==> src/rtl/serial_add_ctrl.sv <==
// rtl/serial_add_ctrl.sv - bit-serial adder sequencer, one G/P full-adder cell reused LSB first
// Optional subtract mode (port sub) is enabled by defining SERIAL_ADD_SUB_EN.
module serial_add_ctrl #(
  parameter int WIDTH = 8,
  localparam int CNT_W = $clog2(WIDTH + 1)
) (
  input  logic             clk,
  input  logic             rst,
  input  logic             in_valid,
  output logic             in_ready,
  input  logic [WIDTH-1:0] a,
  input  logic [WIDTH-1:0] b,
  input  logic             cin,
`ifdef SERIAL_ADD_SUB_EN
  input  logic             sub,
`endif
  output logic             out_valid,
  input  logic             out_ready,
  output logic [WIDTH-1:0] sum,
  output logic             cout,
  output logic             g_grp,
  output logic             p_grp,
  output logic             busy
);

  typedef enum logic [1:0] {IDLE, RUN, DONE} state_t;

  state_t           state_q, state_d;
  logic [WIDTH-1:0] a_sh, b_sh;
  logic             carry, g_acc, p_acc;
  logic [CNT_W-1:0] idx;

  logic             accept, last_bit;
  logic             g_i, p_i, carry_nx, g_acc_nx, p_acc_nx;
  logic [WIDTH-1:0] bit_mask, b_eff;
  logic             carry_eff;

`ifdef SERIAL_ADD_SUB_EN
  // a - b is a + ~b + 1, so the carry-in is forced and cin is ignored
  assign b_eff     = sub ? ~b : b;
  assign carry_eff = sub ? 1'b1 : cin;
`else
  assign b_eff     = b;
  assign carry_eff = cin;
`endif

  assign accept   = in_valid & in_ready;
  assign last_bit = (idx == CNT_W'(WIDTH - 1));
  assign g_i      = a_sh[0] & b_sh[0];
  assign p_i      = a_sh[0] ^ b_sh[0];
  assign carry_nx = g_i | (p_i & carry);
  assign g_acc_nx = g_i | (p_i & g_acc);
  assign p_acc_nx = p_acc & p_i;
  assign bit_mask = WIDTH'(1) << idx;

  always_ff @(posedge clk) begin
    if (rst) state_q <= IDLE;
    else     state_q <= state_d;
  end

  always_comb begin
    state_d   = state_q;
    in_ready  = 1'b0;
    out_valid = 1'b0;
    busy      = 1'b0;
    case (state_q)
      IDLE: begin
        in_ready = 1'b1;
        if (in_valid) state_d = RUN;
      end
      RUN: begin
        busy = 1'b1;
        if (last_bit) state_d = DONE;
      end
      DONE: begin
        busy      = 1'b1;
        out_valid = 1'b1;
        if (out_ready) state_d = IDLE;
      end
      default: state_d = IDLE;
    endcase
  end

  always_ff @(posedge clk) begin
    if (rst) begin
      a_sh  <= '0;
      b_sh  <= '0;
      carry <= 1'b0;
      g_acc <= 1'b0;
      p_acc <= 1'b0;
      idx   <= '0;
      sum   <= '0;
      cout  <= 1'b0;
      g_grp <= 1'b0;
      p_grp <= 1'b0;
    end else begin
      case (state_q)
        IDLE: begin
          if (accept) begin
            a_sh  <= a;
            b_sh  <= b_eff;
            carry <= carry_eff;
            g_acc <= 1'b0;
            p_acc <= 1'b1;
            idx   <= '0;
          end
        end
        RUN: begin
          // operands shift right so the active bit is always at position 0
          a_sh  <= a_sh >> 1;
          b_sh  <= b_sh >> 1;
          sum   <= (p_i ^ carry) ? (sum | bit_mask) : (sum & ~bit_mask);
          carry <= carry_nx;
          g_acc <= g_acc_nx;
          p_acc <= p_acc_nx;
          if (last_bit) begin
            cout  <= carry_nx;
            g_grp <= g_acc_nx;
            p_grp <= p_acc_nx;
          end else begin
            idx <= idx + CNT_W'(1);
          end
        end
        default: ;
      endcase
    end
  end

endmodule

==> config.mk <==
export PLATFORM = sky130hd
export DESIGN_NAME = serial_add_ctrl
export DESIGN_NICKNAME = d
export VERILOG_FILES = /design/src/rtl/serial_add_ctrl.sv
export SDC_FILE = /design/constraint.sdc
export NUM_CORES = 1
export LEC_CHECK = 0
export BUFFER_PORTS_ARGS = -buffer_cell sky130_fd_sc_hd__buf_2
export CORE_MARGIN = 2
export CORE_UTILIZATION = 50
export CTS_CLUSTER_SIZE = 10
export DETAILED_ROUTE_END_ITERATION = 8
export PLACE_DENSITY = 0.83
export SKIP_CTS_REPAIR_TIMING = 1
export SLEW_MARGIN = 10
export SYNTH_ARGS = -nofsm -noshare
export SYNTH_HDL_FRONTEND = slang
export SYNTH_SLANG_ARGS = --single-unit
==> constraint.sdc <==
create_clock -name clk -period 1.5 [get_ports clk]
set_input_delay 0.15 -clock clk [delete_from_list [all_inputs] [get_ports clk]]
set_output_delay 0.15 -clock clk [all_outputs]
set_load 0.01 [all_outputs]
# Word level (Yosys, flattened, before mapping)
# Index checks and enable logic that the tools add are counted.
# Widths: inputs -> output; s select.
[op_classes] bitwise_logic=12 n_eq_ne=8 add_sub_neg=1 mux=21 n_reduce_logical=7 shift=1
[ops] op="$pmux 8 s2" count=2
[ops] op="$mux 8" count=3
[ops] op="$ne 2x2->1 const B" count=5
[ops] op="$and 8x8->8" count=1
[ops] op="$mux 4" count=2
[ops] op="$not 8->8" count=1
[ops] op="$or 8x8->8" count=1
[ops] op="$pmux 4 s2" count=1
[ops] op="$shl 1x4->8 const A" count=1
[ops] op="$mux 1" count=6
[ops] op="$mux 2" count=3
[ops] op="$pmux 1 s2" count=3
[ops] op="$pmux 2 s3" count=1
[ops] op="$reduce_and 3->1" count=2
[ops] op="$and 1x1->1" count=5
[ops] op="$add 4x1->4 const B" count=1
[ops] op="$eq 4x3->1 const B" count=1
[ops] op="$reduce_and 2->1" count=2
[ops] op="$eq 2x1->1 const B" count=1
[ops] op="$eq 2x2->1 const B" count=1
[ops] op="$logic_not 2->1" count=1
[ops] op="$or 1x1->1" count=2
[ops] op="$reduce_bool 2->1" count=1
[ops] op="$reduce_or 2->1" count=1
[ops] op="$xor 1x1->1" count=2
[totals] ff_bits=36 in_bits=21 output_inout_bits=14 wordCells=61

# Longest topological paths before layout
# Gate-level depths: netlist of the first run.
[logic_depth] ltp_word=5 depth_mapped=7 depth_no_buf=5

# Worst setup path after synthesis of the first run
# Ideal clock, no wire load.
[synth_path] path_kind="reg-to-reg" startpoint="reg state_q[0]" endpoint="reg a_sh[2]" path_stages_with_launch=8 synth_period_minus_slack_ps=1553 setup_ps=146 t_arrival_ps=1407 n_path_buf=2 setup_slack_ps=-53 path_cell_list="dfxtp_1 -> inv_1 -> ha_1 -> buf_6 -> mux2_4 -> buf_4 -> nor2_1 -> a211oi_2"
[synth_between] elab_chain_cells=5 word_cells_on_any_way=8 cone_classes="2 x eq/ne; 2 x mux; 1 x bitwise; 3 x reduce/logical"
[synth_rtl] item="start: declaration" line="28" source="state_t state_q, state_d;"
[synth_rtl] item="start signal: assignment" line="58" source="else state_q <= state_d;"
[synth_rtl] item="$logic_not 2->1" line="66" source="case (state_q)"
[synth_rtl] item="$mux 1" line="66"
[synth_rtl] item="named net in_ready" line="10" source="output logic in_ready,"
[synth_rtl] item="$and 1x1->1" line="47" source="assign accept = in_valid & in_ready;"
[synth_rtl] item="$ne 2x2->1 (no line)"
[synth_rtl] item="$reduce_and 2->1 (no line)"
[synth_rtl] item="end signal: assignment" line="110" source="a_sh <= a_sh >> 1;"
[synth_rtl] item="end: declaration" line="29" source="logic [WIDTH-1:0] a_sh, b_sh;"
# The timed path passes the listed nets, and every way through them passes these cells.
# A chain may end at the register's enable or synchronous reset.

# Final worst setup path of the first run
[layout_path] startpoint="reg state_q[0]" endpoint="reg b_sh[1]"
[layout_between] elab_chain_cells=5 word_cells_on_any_way=8 cone_classes="2 x eq/ne; 2 x mux; 1 x bitwise; 3 x reduce/logical"
[layout_rtl] item="$logic_not 2->1" line="66, 97"
[layout_rtl] item="$mux 1" line="66"
[layout_rtl] item="$and 1x1->1" line="47"
[layout_rtl] item="$ne 2x2->1 (no line)"
[layout_rtl] item="$reduce_and 2->1 (no line)"
[layout_rtl] item="end signal: assignment" line="111" source="b_sh <= b_sh >> 1;"
[layout_rtl] item="end: declaration" line="29"
# Parallel ways exist; a longest one is shown, timed or not.

==> results of run 1 <==
kinds of logic after synthesis:
kind of cell	count (synthesis)	share of synthesized area (%)
muxes	28	14.8
and+or+nand+nor	58	17.5
DFF	36	37.4
adders and majority gates	11	7.54
AOI/OAI and AO/OA	36	16.0
buffers and inverters	21	6.69
worst max-delay path: stages (launching register included):
cell      delay (ps)
dfxtp_2          340
inv_1            120
ha_4             220
mux2_4           410
nor2_1           170
a211oi_2          60
power by group through the flow:
stage | registers (mW) | clock network [mW] | logic [mW]
4_1_cts | 1.20 | 0.743 | 1.25
3_3_place_gp | 1.21 | 0 | 1.21
6_report | 1.20 | 0.737 | 1.37
3_5_place_dp | 1.21 | 0 | 1.24
5_1_grt | 1.22 | 0.802 | 1.47
2_1_floorplan | 1.20 | 0 | 0.960
area by class of cell:
type	instances	area share, %
clock buffers	6	3.51
clock inverters	2	0.584
inverters	5	0.797
multi-input cells	134	48.0
flip-flops and latches	36	30.7
well taps	48	2.55
repair buffers	51	13.9
per-stage QoR:
stage          setup slack [ps]  instance area (µm²)  cells  total power [mW]  setup TNS [ps]
2_1_floorplan             -1.68                 1930    190              2.16           -15.1
3_3_place_gp               12.3                 2200    273              2.42               0
3_5_place_dp              -57.3                 2200    273              2.46            -503
4_1_cts                   -64.0                 2300    281              3.19            -886
5_1_grt                   -13.2                 2350    282              3.50           -13.2
6_report                   56.8                 2350    282              3.30               0
cell usage after synthesis:
cell type,count,area (µm²)
dfxtp_1,36,721
mux2i_1,27,270
nor2_1,27,101
a211oi_2,15,188
ha_1,10,125
a21oi_1,9,45.0
o21ai_0,6,30.0
buf_6,5,56.3
inv_1,5,18.8
nand2b_1,5,31.3
buf_2,4,20.0
clkbuf_1,4,15.0
nand4b_1,4,35.0
and4bb_2,3,37.5
nand3b_1,3,22.5
nand4_1,3,18.8
a211oi_1,2,15.0
a22oi_1,2,15.0
buf_4,2,15.0
nand3_1,2,10.0
nor2b_1,2,12.5
a211o_1,1,8.76
and2_0,1,6.26
and2b_4,1,10.0
and3b_1,1,8.76
and4b_1,1,10.0
buf_1,1,3.75
fa_1,1,20.0
mux2_4,1,15.0
nand2_1,1,3.75
nor3_1,1,5.00
nor3b_1,1,7.51
nor4bb_1,1,10.0
o31ai_1,1,7.51
or2_2,1,6.26
layer usage:
layer / share of wire [%] / track usage (%)
met3: 5.3 / 5.96
met1: 45 / 22.7
met5: 0 / 0
met2: 49 / 30.8
met4: 0.69 / 6.12
path summary, 6_finish.rpt:
| kind | start | to | depth (start not counted) |
|---|---|---|---|
| setup / recovery | state_q[0] | b_sh[1] | 5 |
| hold / removal | a[7] | a_sh[7] | 3 |
| setup reg to reg | state_q[0] | b_sh[1] | 5 |
| hold reg to reg | p_grp | p_grp | 2 |
==> results.toml, run 1 <==
[power]
seqPwrFrac_pct = 36.4
power.density_nw_per_um2 = 1400
comb_power_share_pct = 41.3
vdd_drop_max_uv = 883
pwr-share-clk_pct = 22.3
power_leakage_nw = 0.994
p_sw_share_pct = 35.1
intPower_mw = 2.15
p_switching_mw = 1.16

[global_route]
grt_max_degree = 32
antenna_found_initial = 0
grt_pass1_wl_um = 6130
overflow = 0
gr-usage-all-layers_pct = 18.5
grt_pass1_vias = 1407

[routing]
num_vias = 1563
drtAntennaViolNets = 0
drt-initial-drc-count = 45
wl_per_cell_um = 13.8
drt-pass1-iter-count = 4
totalWireLength_um = 3900
drc = 0
via_per_inst = 5.54

[synthesis]
synth_warnings = 0
synth.cell_area_um2 = 1930
ys_ff_latch = 36
syn_area_per_cell_um2 = 10.1
syn_nets = 222
synth.distinct_cells = 35
seq_area_frac_synth_pct = 37.4
synthCells = 190

[critical_path]
worstSetupPathType = "register to register"
cp-end-kind = "register"
rrSetupSlack_ps = 60
worstPathRequired_ps = 1680
crit_path_start_kind = "register"
crit_fanout = 16
worstPathArrival_ps = 1620

[run]
drv_cap = 0

[floorplan]
core_area_um2 = 3690
chipHeight_um = 66.1
rows = 22
die_area_um2 = 4360
die_x_um = 66.1
io-pin-count = 35
start_util_pct = 52.2

[clock_network]
cts_tree = "built"
cts.sinks = 36
clockBufferDepth = 2
clock_latency_ps = 290
clock-root-buffer = "clkbuf_8"
clk_pin_slew_worst_paths_ps = 80
htreeDepth = 2
cts_buffers = 5

[final_layout]
utilization_pct = 63.8
multi_input_area_um2 = 1130
fill_cells = 316
most-common-layout-cells = "35 x dfxtp_1, 34 x buf_2, 27 x nor2_1"
syn_to_final_growth_pct = 22.3
drive_gt1_share_pct = 37.2
nNetsFinal = 265
layout_commonest_cell = "dfxtp_1"
register_area_um2 = 722
n_antenna_cell = 0

[placed_design]
port_buffers = 34
hpwl_um = 2660
place.gp.congestion = 0.810

[run_status]
status = "complete, no violations"

[sta]
hold_ws_ps = 128
timing.final.crit_share_pct = 96.2
finalHoldViolations = 0
fin_crit_ps = 1440
slew_headroom_pct = 75.6
setup_viol_count_final = 0
worst_pin_slew_ps = 366
fin_skew_ps = 8.54
drv_slew = 0
fmax_mhz = 693

[worst_hold_path]
hold_class = "primary input to register"
Power figures use the tool's default switching activity.
==> run 2, diff against run 1 <==
==> constraint.sdc (replaced) <==
create_clock -name clk -period 1.5 [get_ports clk]
set_input_delay 0.15 -clock clk [delete_from_list [all_inputs] [get_ports clk]]
set_output_delay 0.15 -clock clk [all_outputs]
set_load 0.02 [all_outputs]
==> run 2 against run 1 <==
First-iteration DRC count up 36%. Global-route usage up 0.23 points. Critical path depth up 1. Wire length down 0.79%. Non-clock buffer count unchanged. Clock power up 26%. Sequential cell count unchanged. Sequential share of layout area down 0.13 points. Total power up 3.5%.
==> results.toml, run 2 (synthesis results as in run 1) <==
[run_status]
status = "complete, no violations"

[floorplan]
chipHeight_um = 66.1
die_x_um = 66.1
start_util_pct = 52.2
core_area_um2 = 3690
io-pin-count = 35
die_area_um2 = 4360
rows = 22

[global_route]
grt.met1_usage_pct = 23.4
gr-usage-all-layers_pct = 18.8
antenna_found_initial = 0
grt_pass1_wl_um = 6230
overflow = 0
met3_usage_pct = 4.94
busiest_layer = "met2"
grt_max_degree = 32
grt_pass1_vias = 1397
grt_use_met2_pct = 30.3

[power]
comb_power_share_pct = 38.0
intPower_mw = 2.29
power.density_nw_per_um2 = 1450
power.total_mw = 3.42
p_switching_mw = 1.13
seqPwrFrac_pct = 34.8
vdd_drop_max_uv = 768
power_leakage_nw = 1.01
pwr-share-clk_pct = 27.1
p_sw_share_pct = 33.0

[worst_hold_path]
min_from = "a[7]"
hold_class = "primary input to register"

[sta]
setup_viol_count_final = 0
finalHoldViolations = 0
timing.final.crit_share_pct = 98.4
fmax_mhz = 677
fin_skew_ps = 8.21
worst_pin_slew_ps = 430
slew_headroom_pct = 71.3
fin_crit_ps = 1480
drv_slew = 0
rsz0062_at_grt = "true"

[routing]
totalWireLength_um = 3870
wl_per_cell_um = 13.7
drtAntennaViolNets = 0
drt-initial-drc-count = 61
drt-pass1-iter-count = 5
via_per_inst = 5.51
num_vias = 1555
drc = 0

[final_layout]
most-common-layout-cells = "35 x dfxtp_1, 34 x buf_2, 27 x mux2i_1"
syn_to_final_growth_pct = 22.8
nNetsFinal = 265
utilization_pct = 64.1
n_antenna_cell = 0
layout_commonest_cell = "dfxtp_1"
drive_gt1_share_pct = 37.6

[critical_path]
cp_cell_sequence = "inv_1 > buf_4 > ha_4 > mux2_4 > nor2_1 > a211oi_2"
cp_top_family = "multiplexers"
rrSetupSlack_ps = 20
max_stage_delay_ps = 410
cp.buffers_inverters = 2
cpMaxStageDelayCell = "mux2_4"
worstPathRequired_ps = 1670
crit_path_start_kind = "register"
worstPathArrival_ps = 1640
worstSetupPathType = "register to register"
crit_start = "state_q[1]"
rr_startpoint = "state_q[1]"
crit_fanout = 16
cp-end-kind = "register"

[clock_network]
htreeDepth = 2
clk_pin_slew_worst_paths_ps = 80
clockBufferDepth = 2
clock_latency_ps = 290
cts_tree = "built"
cts.sinks = 36
cts_buffers = 5
clock-root-buffer = "clkbuf_8"

[placed_design]
hpwl_um = 2620
place.gp.congestion = 0.791
port_buffers = 34

[run]
drv_cap = 0
-- run 2: routing by layer --
metal | share of wire [%] | up-vias | wire length, µm
met5 | 0 | - | 0
met4 | 1.7 | 0 | 66
met3 | 4.2 | 9 | 161
met2 | 48 | 31 | 1860
met1 | 46 | 746 | 1790
li1 | - | 769 | -
-- run 2: final timing paths --
kind                            endpoint  cells past startpoint
worst min-delay path             a_sh[7]                      3
worst min register to register     p_grp                      2
worst max-delay path             a_sh[0]                      6
worst max register to register   a_sh[0]                      6
-- run 2: power by group through the flow --
stage / clock, mW / combinational (mW) / sequential [mW]
floorplan: 0 / 1.00 / 1.21
global placement: 0 / 1.20 / 1.21
detailed placement: 0 / 1.23 / 1.21
CTS: 0.944 / 1.24 / 1.19
global route: 0.988 / 1.43 / 1.21
finish: 0.929 / 1.30 / 1.19
-- run 2: through the flow --
| stage | cells | worst slack (ps) | TNS (ps) | instance area [µm²] | hold slack (ps) |
|---|---|---|---|---|---|
| 2_1_floorplan | 190 | -3.16 | -28.4 | 1940 | 298 |
| 3_3_place_gp | 273 | -1.97 | -3.47 | 2200 | 402 |
| 3_5_place_dp | 273 | -48.5 | -608 | 2200 | 415 |
| 4_1_cts | 281 | -77.4 | -919 | 2320 | 114 |
| 5_1_grt | 282 | -38.2 | -316 | 2360 | 124 |
| 6_report | 282 | 23.9 | 0 | 2360 | 122 |
-- run 2: layout make-up --
class,instances,area (µm²)
clock buffers,7,96.3
inverters,5,18.8
multi-input cells,134,1120
repair buffers,51,314
flip-flops and latches,36,722
clock inverters,1,30.0
well taps,48,60.1
fillers,302,1320
-- run 2: worst reg2reg max path: cells and delay by family, from the launching register on --
kind	cells	cell delay [ps]
AO/OA/AOI/OAI	1	60
AND/OR/NAND/NOR	1	160
adder cells (fa/ha/maj)	1	200
flip-flops	1	320
multiplexers	1	410
buffers and inverters	2	200
